[config.mk]
export PLATFORM = sky130hd
export DESIGN_NAME = store_write_buffer
export DESIGN_NICKNAME = d
export VERILOG_FILES = /design/src/rtl/store_write_buffer.sv
export SDC_FILE = /design/constraint.sdc
export NUM_CORES = 1
export LEC_CHECK = 0
export ABC_AREA = 1
export CAP_MARGIN = 20
export CORE_ASPECT_RATIO = 0.75
export CORE_MARGIN = 1.5
export CORE_UTILIZATION = 25
export DETAILED_ROUTE_END_ITERATION = 10
export PLACE_DENSITY_LB_ADDON = 0.12
export SETUP_SLACK_MARGIN = 0.02
export SLEW_MARGIN = 5
export SYNTH_ARGS = -nofsm -noshare
export SYNTH_HDL_FRONTEND = slang
export SYNTH_SLANG_ARGS = --single-unit
[constraint.sdc]
create_clock -name clk -period 18.7 [get_ports clk]
set_clock_uncertainty 0.2 [all_clocks]
set_input_delay 3.74 -clock clk [delete_from_list [all_inputs] [get_ports clk]]
set_output_delay 3.74 -clock clk [all_outputs]
set_load 0.02 [all_outputs]
[src/rtl/store_write_buffer.sv]
`default_nettype none
// ============================================================================
// Module   : store_write_buffer
// Purpose  : Committed-store write buffer that sits after the store queue.
//            Accepts one retired store per cycle, keeps stores in program
//            order in a circular array and drains them to the data-memory
//            write port over a valid/ready handshake. A combinational
//            store-to-load forwarding lookup lets the load pipe see
//            buffered stores so it never reads stale memory.
// Ports    : clk, rst (async, active-high)
//            in_valid/in_addr/in_data/in_ready        - store intake
//            mem_req_valid/addr/data, mem_req_ready   - memory drain port
//            ld_lookup_valid/addr, ld_fwd_hit/data    - load forwarding
//            wb_count, wb_empty                       - occupancy status
// Options  : WB_COALESCE_EN - when defined, a store whose youngest matching
//            buffered entry is not the head overwrites that entry's data
//            instead of allocating a new entry.
// Revision : 1.0 - initial release
// ============================================================================
module store_write_buffer #(
  parameter int WB_DEPTH = 4,
  parameter int ADDR_W   = 32,
  parameter int DATA_W   = 32
) (
  input  logic                        clk,
  input  logic                        rst,
  // Intake from the store queue
  input  logic                        in_valid,
  input  logic [ADDR_W-1:0]           in_addr,
  input  logic [DATA_W-1:0]           in_data,
  output logic                        in_ready,
  // Memory write port
  output logic                        mem_req_valid,
  output logic [ADDR_W-1:0]           mem_req_addr,
  output logic [DATA_W-1:0]           mem_req_data,
  input  logic                        mem_req_ready,
  // Load forwarding lookup
  input  logic                        ld_lookup_valid,
  input  logic [ADDR_W-1:0]           ld_lookup_addr,
  output logic                        ld_fwd_hit,
  output logic [DATA_W-1:0]           ld_fwd_data,
  // Status
  output logic [$clog2(WB_DEPTH):0]   wb_count,
  output logic                        wb_empty
);

  localparam int c_PTR_W = $clog2(WB_DEPTH);
  localparam int c_CNT_W = c_PTR_W + 1;

  // --------------------------------------------------------------------------
  // Storage and pointers
  // --------------------------------------------------------------------------
  logic [ADDR_W-1:0]   r_addr [WB_DEPTH];
  logic [DATA_W-1:0]   r_data [WB_DEPTH];
  logic [WB_DEPTH-1:0] r_vld;
  logic [c_PTR_W-1:0]  r_head;
  logic [c_PTR_W-1:0]  r_tail;
  logic [c_CNT_W-1:0]  r_count;

  logic                w_full;
  logic                w_empty;
  logic                w_enq;
  logic                w_deq;
  logic                w_merge;
  logic                w_alloc;

  // Forwarding search results
  logic                w_ld_found;
  logic [c_PTR_W-1:0]  w_ld_idx;
  logic [c_PTR_W-1:0]  w_ld_scan;

  // --------------------------------------------------------------------------
  // Handshake decode
  // --------------------------------------------------------------------------
  // Flow control looks only at the registered count, so in_ready never
  // depends on mem_req_ready: a full buffer refuses intake even when the
  // head is leaving in the same cycle.
  assign w_full   = (r_count == c_CNT_W'(WB_DEPTH));
  assign w_empty  = (r_count == '0);
  assign w_enq    = in_valid && !w_full;
  assign w_deq    = !w_empty && mem_req_ready;
  assign w_alloc  = w_enq && !w_merge;

  // --------------------------------------------------------------------------
  // Optional store coalescing
  // --------------------------------------------------------------------------
`ifdef WB_COALESCE_EN
  logic                w_cl_found;
  logic [c_PTR_W-1:0]  w_cl_idx;
  logic [c_PTR_W-1:0]  w_cl_scan;

  // Walk from the youngest slot (tail-1) towards the oldest; the first
  // valid match is the youngest one. Only valid entries are considered, so
  // free slots reached by the walk are skipped.
  always_comb begin
    w_cl_found = 1'b0;
    w_cl_idx   = '0;
    w_cl_scan  = '0;
    for (int i = 0; i < WB_DEPTH; i++) begin
      w_cl_scan = r_tail - c_PTR_W'(i + 1);
      if (!w_cl_found && r_vld[w_cl_scan] && (r_addr[w_cl_scan] == in_addr)) begin
        w_cl_found = 1'b1;
        w_cl_idx   = w_cl_scan;
      end
    end
  end

  // The head is locked because it is already presented to memory; a store
  // whose youngest match is the head must allocate to preserve what memory
  // may be accepting right now.
  assign w_merge = w_enq && w_cl_found && (w_cl_idx != r_head);
`else
  assign w_merge = 1'b0;
`endif

  // --------------------------------------------------------------------------
  // State update
  // --------------------------------------------------------------------------
  always_ff @(posedge clk or posedge rst) begin
    if (rst) begin
      r_head  <= '0;
      r_tail  <= '0;
      r_count <= '0;
      r_vld   <= '0;
      for (int i = 0; i < WB_DEPTH; i++) begin
        r_addr[i] <= '0;
        r_data[i] <= '0;
      end
    end else begin
      // Head retirement. Slots are distinct from the tail slot whenever
      // an allocation can happen (not full), so the two updates never
      // collide on r_vld.
      if (w_deq) begin
        r_vld[r_head] <= 1'b0;
        r_head        <= r_head + c_PTR_W'(1);
      end

      if (w_alloc) begin
        r_addr[r_tail] <= in_addr;
        r_data[r_tail] <= in_data;
        r_vld[r_tail]  <= 1'b1;
        r_tail         <= r_tail + c_PTR_W'(1);
      end
`ifdef WB_COALESCE_EN
      else if (w_merge) begin
        r_data[w_cl_idx] <= in_data;
      end
`endif

      unique case ({w_alloc, w_deq})
        2'b10:   r_count <= r_count + c_CNT_W'(1);
        2'b01:   r_count <= r_count - c_CNT_W'(1);
        default: r_count <= r_count;
      endcase
    end
  end

  // --------------------------------------------------------------------------
  // Memory drain port: head entry presented with zero latency
  // --------------------------------------------------------------------------
  assign mem_req_valid = !w_empty;
  assign mem_req_addr  = w_empty ? '0 : r_addr[r_head];
  assign mem_req_data  = w_empty ? '0 : r_data[r_head];

  // --------------------------------------------------------------------------
  // Store-to-load forwarding over registered entries only. A store being
  // enqueued this cycle is not yet visible; the head keeps forwarding even
  // in the cycle memory accepts it.
  // --------------------------------------------------------------------------
  always_comb begin
    w_ld_found = 1'b0;
    w_ld_idx   = '0;
    w_ld_scan  = '0;
    for (int i = 0; i < WB_DEPTH; i++) begin
      w_ld_scan = r_tail - c_PTR_W'(i + 1);
      if (!w_ld_found && r_vld[w_ld_scan] && (r_addr[w_ld_scan] == ld_lookup_addr)) begin
        w_ld_found = 1'b1;
        w_ld_idx   = w_ld_scan;
      end
    end
  end

  assign ld_fwd_hit  = ld_lookup_valid && w_ld_found;
  assign ld_fwd_data = ld_fwd_hit ? r_data[w_ld_idx] : '0;

  // --------------------------------------------------------------------------
  // Status
  // --------------------------------------------------------------------------
  assign in_ready = !w_full;
  assign wb_count = r_count;
  assign wb_empty = w_empty;

endmodule
`default_nettype wire

* After elaboration in Yosys (flattened, before gate mapping)
Cells that the tools add are included.
** Cells by class
- $add $sub $neg :: 7
- Div/mod/pow operators :: 0
- Equality and inequality tests :: 7
- Reductions and logical operators :: 20
- Order comparisons :: 14
- Multiply operators :: 0
- Shifts and indexed selects :: 0
- Bitwise operators :: 9
- Mux-type cells :: 51
** Operators by type and width (number)
- $mux 32 :: 18
- $bmux 32 s2 :: 7
- $bwmux 128 :: 2
- $eq 32x32->1 :: 4
- $demux 32 s2 :: 1
- $ge 3x3->1 const B :: 6
- $not 2->3 :: 6
- $lt 2x3->1 const B :: 5
- $logic_and 1x1->1 :: 13
- $mux 1 :: 10
- $bmux 1 s2 :: 4
- $mux 2 :: 4
- $mux 4 :: 2
- $pmux 3 s2 :: 1
- $logic_not 1->1 :: 5
- $add 2x1->2 const B :: 2
- $and 4x4->4 :: 1
- $demux 1 s2 :: 2
- $ge 2x1->1 const B :: 2
- $not 4->4 :: 1
- $or 4x4->4 :: 1
- $sub 2x2->2 const B :: 2
- $add 3x1->3 const B :: 1
- $eq 3x3->1 const B :: 1
- 7 further kinds :: 7
** Word-level totals
- Latch bits :: 0
- Output and inout port bits :: 103
- Input port bits :: 101
- Memory bits (read-only) :: 0
- Bits in registers :: 267
- Memories :: 0
- Memory bits (writable) :: 0
- Logic and storage cells :: 120

* Longest topological paths before layout
- Depth after elaboration :: 25
- Mapped depth :: 27
- Gate-level depth less buffers :: 20

* Least setup slack after synthesis
OpenSTA, ideal clock, no wires.
- Path type :: in2out
- Start point :: input port ld_lookup_addr[30]
- End point :: output port ld_fwd_data[0]
- Setup slack :: 9.078 ns
- Arrival time :: 5.682 ns
- Path buffers :: 2
- Stages :: 16
- Required time :: 14.760 ns
- Cells stage by stage :: clkbuf_1 inv_1 nand3_1 nand2_1 nor2_1 nand2_1 nor2_1 nand3_1 nor2_2 nor2_2 nand3_1 nand2_1 o21ai_2 buf_4 nand3_1 a21oi_1
** Between the ends
- Cells in the longest elaborated chain, start to end :: 20
- Elaborated cells on any way between the ends :: 28
- Classes of those cells :: 4 x eq/ne; 12 x mux; 1 x bitwise; 11 x reduce/logical
** Ends and longest elaborated chain
- start: declaration :: line 39 : input logic [ADDR_W-1:0] ld_lookup_addr,
- $eq 32x32->1 :: line 176 : if (!w_ld_found && r_vld[w_ld_scan] && (r_addr[w_ld_scan] == ld_lookup_addr)) begin
- $logic_and 1x1->1 :: line 176
- $mux 1 :: line 176
- $logic_not 1->1 :: line 176
- $logic_and 1x1->1 (2 in a row) :: line 176
- $mux 1 :: line 176
- $logic_not 1->1 :: line 176
- $logic_and 1x1->1 (2 in a row) :: line 176
- $mux 1 :: line 176
- $logic_not 1->1 :: line 176
- $logic_and 1x1->1 (2 in a row) :: line 176
- $mux 2 :: line 176
- $not 2->3 (not written as such) :: line 184 : assign ld_fwd_data = ld_fwd_hit ? r_data[w_ld_idx] : '0;
- $bmux 32 s2 :: line 184
- $mux 32 (not written as such) (2 in a row) :: line 184
- $mux 32 (*) :: line 184
- end: declaration :: line 41 : output logic [DATA_W-1:0] ld_fwd_data,
Every way passes the cells marked *; elsewhere a longest branch is shown, timed or not. The select of a mux whose other input is x is not followed.

* Worst setup path in the final report
- Start point :: input port ld_lookup_addr[6]
- End point :: output port ld_fwd_data[21]
Same word-level chain as after synthesis.

==> qor.yml <==
status: "completed"
yosys-top-cells-area: "sky130_fd_sc_hd__dfrtp_1 34%, sky130_fd_sc_hd__nand2_1 20%, sky130_fd_sc_hd__nand3_1 13%"
clock-root-buffer: "sky130_fd_sc_hd__clkbuf_16"
synth_adder_area_share: 0.006776
combinationalPowerShare: 0.639
synth_top_family_by_area: "simple AND/OR/NAND/NOR gates"
synthDistinctLibCells: 34
setup_viol_count_final: 0
antenna_violations_before_repair: 3
fin_crit_sh: 0.6285
grt_first_pass_wirelength_mm: 131.5
place.detailed.hpwl_mm: 62.91
ys_seq_elements: 267
p_switching_mw: 2.866
final_sum_of_negative_setup_slack_ns: 0
worstSetupPathType: "in -> out"
bufs_and_invs_on_worst_path: 3
clock_insertion_delay_worst_skew_ns: 0.58
layout.cell_area.non_filler_um2: 23360
synthesis.nets: 3296
dieHeight_um: 245.3
switching_share_of_power: 0.5580
design.die.area_um2: 80000
floorplan.initialDensity: 0.2536
yosysMostFrequentCell: "sky130_fd_sc_hd__nand2_1"
detailedRoute.firstIterationViolations: 2079
avgRoutedWirePerCell_um: 20.42
path_common_cell: "sky130_fd_sc_hd__nand3_1"
gp_congestion: 1.019
seqPwrFrac: 0.230
synth.mux.area_fraction: 0
wp_data_arrival_ns: 7.81
max_freq_ghz: 0.08509
holdPathStages: 2
dominant_cell_type_by_area_after_synthesis: "sky130_fd_sc_hd__dfrtp_1"
r2r.worst_path.cells: 7
placement_rows: 88
multi_input_combinational_cell_area_um2: 11000
gr_usage_total: 0.2167
worst_path_largest_cell_delay_ns: 0.79
io_buffers: 203
synth-xor-area-share: 0.008054
critical_path_peak_fanout: 32
time_the_worst_path_needs_with_i_o_delays_and_setup_ns: 11.75
yosys_warnings: 0
synth_sequential_area_ratio: 0.3413
grt.overflow.total: 0
power_density_nw_per_um2: 219.8
layout-drive-gt1-share: 0.03232
die_width_um: 326.1
cts.sink_count: 267
critical-path-slowest-cell: "sky130_fd_sc_hd__clkdlybuf4s50_1"
synth-compound-area-share: 0.1488
drt-total-wl_mm: 88.14
hold_class: "reg -> reg"
clk_pin_slew_worst_paths_ns: 0.06
clock_power_frac: 0.132
power.internal_mw: 2.270
remaining_number_of_nets_flagged_by_the_antenna_check_after_routing: 0
cp_num_cells: 16
crit_path_end_kind: "output port"
synth-edff-count: 0
grt_setup_unrepaired: "false"
syn_inst: 3185
grt_pass1_vias: 19430
num_vias: 21340
syn-cell-area_um2: 19570
register_cell_area_after_layout_um2: 6694
place_area_um2: 22240
worst_path_dominant_cell_family: "simple AND/OR/NAND/NOR gates"
cts_resized: 0
worst-endpoint-required_ns: 14.76
grt_start_max_net_pins: 92
drt_pass1_iterations: 8
number_of_buffers_created_by_cts: 34
cts_setup_buffers: 0
leakagePower_nw: 11.17
n_fill_cell: 8659
final-hold-violation-count: 0
slew_viol_final: 0
cp_cell_sequence: "clkdlybuf4s50_1 > nand3_1 > nand2_1 > nand3_1 > nor3_1 > nand2_1 > nor2_1 > inv_1 > nor2_1 > nand3_1 > nand2_1 > nor2_1 > nor2_4 > nand3_1 > a21oi_1 > clkdlybuf4s50_1"
syn2layout_area_growth_pct: 19.34
cts_buffer_depth: 3
core_um2: 77180
async_reset_ff_frac: 1.000
synth_simple_gate_area_frac: 0.3963
ioPinCount: 204
post_synth_most_frequent_cells: "1053 x sky130_fd_sc_hd__nand2_1, 523 x sky130_fd_sc_hd__nand3_1, 393 x sky130_fd_sc_hd__o21ai_0"
cp-start-kind: "primary input"
drc_violation_count_after_routing: 0
tightestPinTransition_ns: 1.033
postSynthAreaPerCell_um2: 6.146
final_nets: 3365
synthDominantCellAreaShare: 0.3413
ir_worst_vdd_mv: 0.1456
tritoncts: "yes"
routed_via_density: 4.944
normalized_max_slew_margin: 0.3099
postSynth.topFlopCell: "sky130_fd_sc_hd__dfrtp_1"
max-cap-violations: 0
maximum_level_of_the_cts_h_tree: 2
cts.hold.buffers_added: 0
flip-flops by register name, indices dropped and copies added, names as in the netlist:
| register | flops |
|---|---|
| r_data | 128 |
| r_addr | 128 |
| wb_count | 3 |
| r_tail | 2 |
| r_vld | 4 |
| r_head | 2 |
kinds of logic after synthesis:
logic type | after synthesis
flops | 267
fa+ha+maj | 10
simple gates | 1853
compound gates | 576
buf+inv | 461
xor+xnor | 18
through the flow:
stage	hold slack [ns]	worst slack [ns]	total power, mW	util	instances
after floorplan	0.2530	7.406	3.196	-	3185
after global placement	0.2669	6.857	4.443	0.2878	4252
after detailed placement	0.2731	6.942	4.412	0.2882	4253
after CTS	0.2878	6.930	5.120	0.3026	4315
after global routing	0.3017	6.640	5.587	0.3026	4316
final	0.2823	6.947	5.135	0.3026	4316
placed cells by master, fill, tap and decap left out, types with 3 or more instances in the layout:
cell type | netlist | routed
sky130_fd_sc_hd__dfrtp_4 | 0 | 3
sky130_fd_sc_hd__nand4_1 | 26 | 26
sky130_fd_sc_hd__o211ai_1 | 9 | 9
sky130_fd_sc_hd__dfrtp_1 | 267 | 263
sky130_fd_sc_hd__buf_4 | 15 | 24
sky130_fd_sc_hd__clkbuf_16 | 0 | 35
sky130_fd_sc_hd__o21ai_1 | 4 | 4
sky130_fd_sc_hd__clkbuf_1 | 104 | 11
sky130_fd_sc_hd__nand2_1 | 1053 | 1049
sky130_fd_sc_hd__inv_1 | 260 | 258
sky130_fd_sc_hd__clkinv_2 | 0 | 4
sky130_fd_sc_hd__and2_1 | 4 | 4
sky130_fd_sc_hd__nand2_4 | 0 | 4
sky130_fd_sc_hd__nor3_1 | 8 | 7
sky130_fd_sc_hd__nand3_1 | 523 | 523
sky130_fd_sc_hd__o21ai_0 | 393 | 393
sky130_fd_sc_hd__nor2_2 | 4 | 4
sky130_fd_sc_hd__clkbuf_8 | 0 | 7
sky130_fd_sc_hd__nand2_2 | 3 | 3
sky130_fd_sc_hd__ha_1 | 9 | 8
sky130_fd_sc_hd__a21oi_1 | 168 | 168
sky130_fd_sc_hd__xor2_1 | 16 | 16
sky130_fd_sc_hd__clkdlybuf4s50_1 | 0 | 203
sky130_fd_sc_hd__nor3b_1 | 3 | 3
sky130_fd_sc_hd__nor2_1 | 222 | 222
sky130_fd_sc_hd__inv_2 | 4 | 5
path summary, 6_finish.rpt:
path / start / to / slack, ns
worst min register to register: r_data[56] / r_data[56] / 0.28
worst min-delay path: r_data[56] / r_data[56] / 0.28
min in group asynchronous: rst / r_data[7] / 3.44
worst max-delay path: ld_lookup_addr[6] / ld_fwd_data[21] / 6.95
worst max register to register: r_tail[0] / r_addr[38] / 15.02
max in group asynchronous: rst / r_addr[40] / 12.75
cell type report:
class                           instances  share of cell area
Antenna cell                            1           0.0001071
Clock buffer                           53             0.04339
Clock inverter                          9            0.004232
Inverter                              266             0.04328
Multi-Input combinational cell       2457              0.4711
Sequential cell                       267              0.2866
Tap cell                             1035             0.05544
Timing Repair Buffer                  228             0.09588
layer usage:
layer,GRT usage,vias to the layer above,wire [µm]
li1,-,10490,-
met1,0.3328,10100,45070
met2,0.2975,632,34730
met3,0.05703,109,6574
met4,0.04227,4,1733
met5,0,-,21
tightest hold or removal path: stages, from the launching register on:
cell and delay (ns):
sky130_fd_sc_hd__dfrtp_1 0.34, sky130_fd_sc_hd__nand2_1 0.05, sky130_fd_sc_hd__o21ai_0 0.05
power by group through the flow:
stage	registers, mW	logic [mW]	clock network (mW)
3_3_place_gp	1.18	3.26	0
6_report	1.18	3.28	0.676
2_1_floorplan	1.02	2.18	0
5_1_grt	1.22	3.65	0.723
3_5_place_dp	1.17	3.24	0
4_1_cts	1.17	3.25	0.701
No activity file was read; power rests on OpenSTA's default activity.
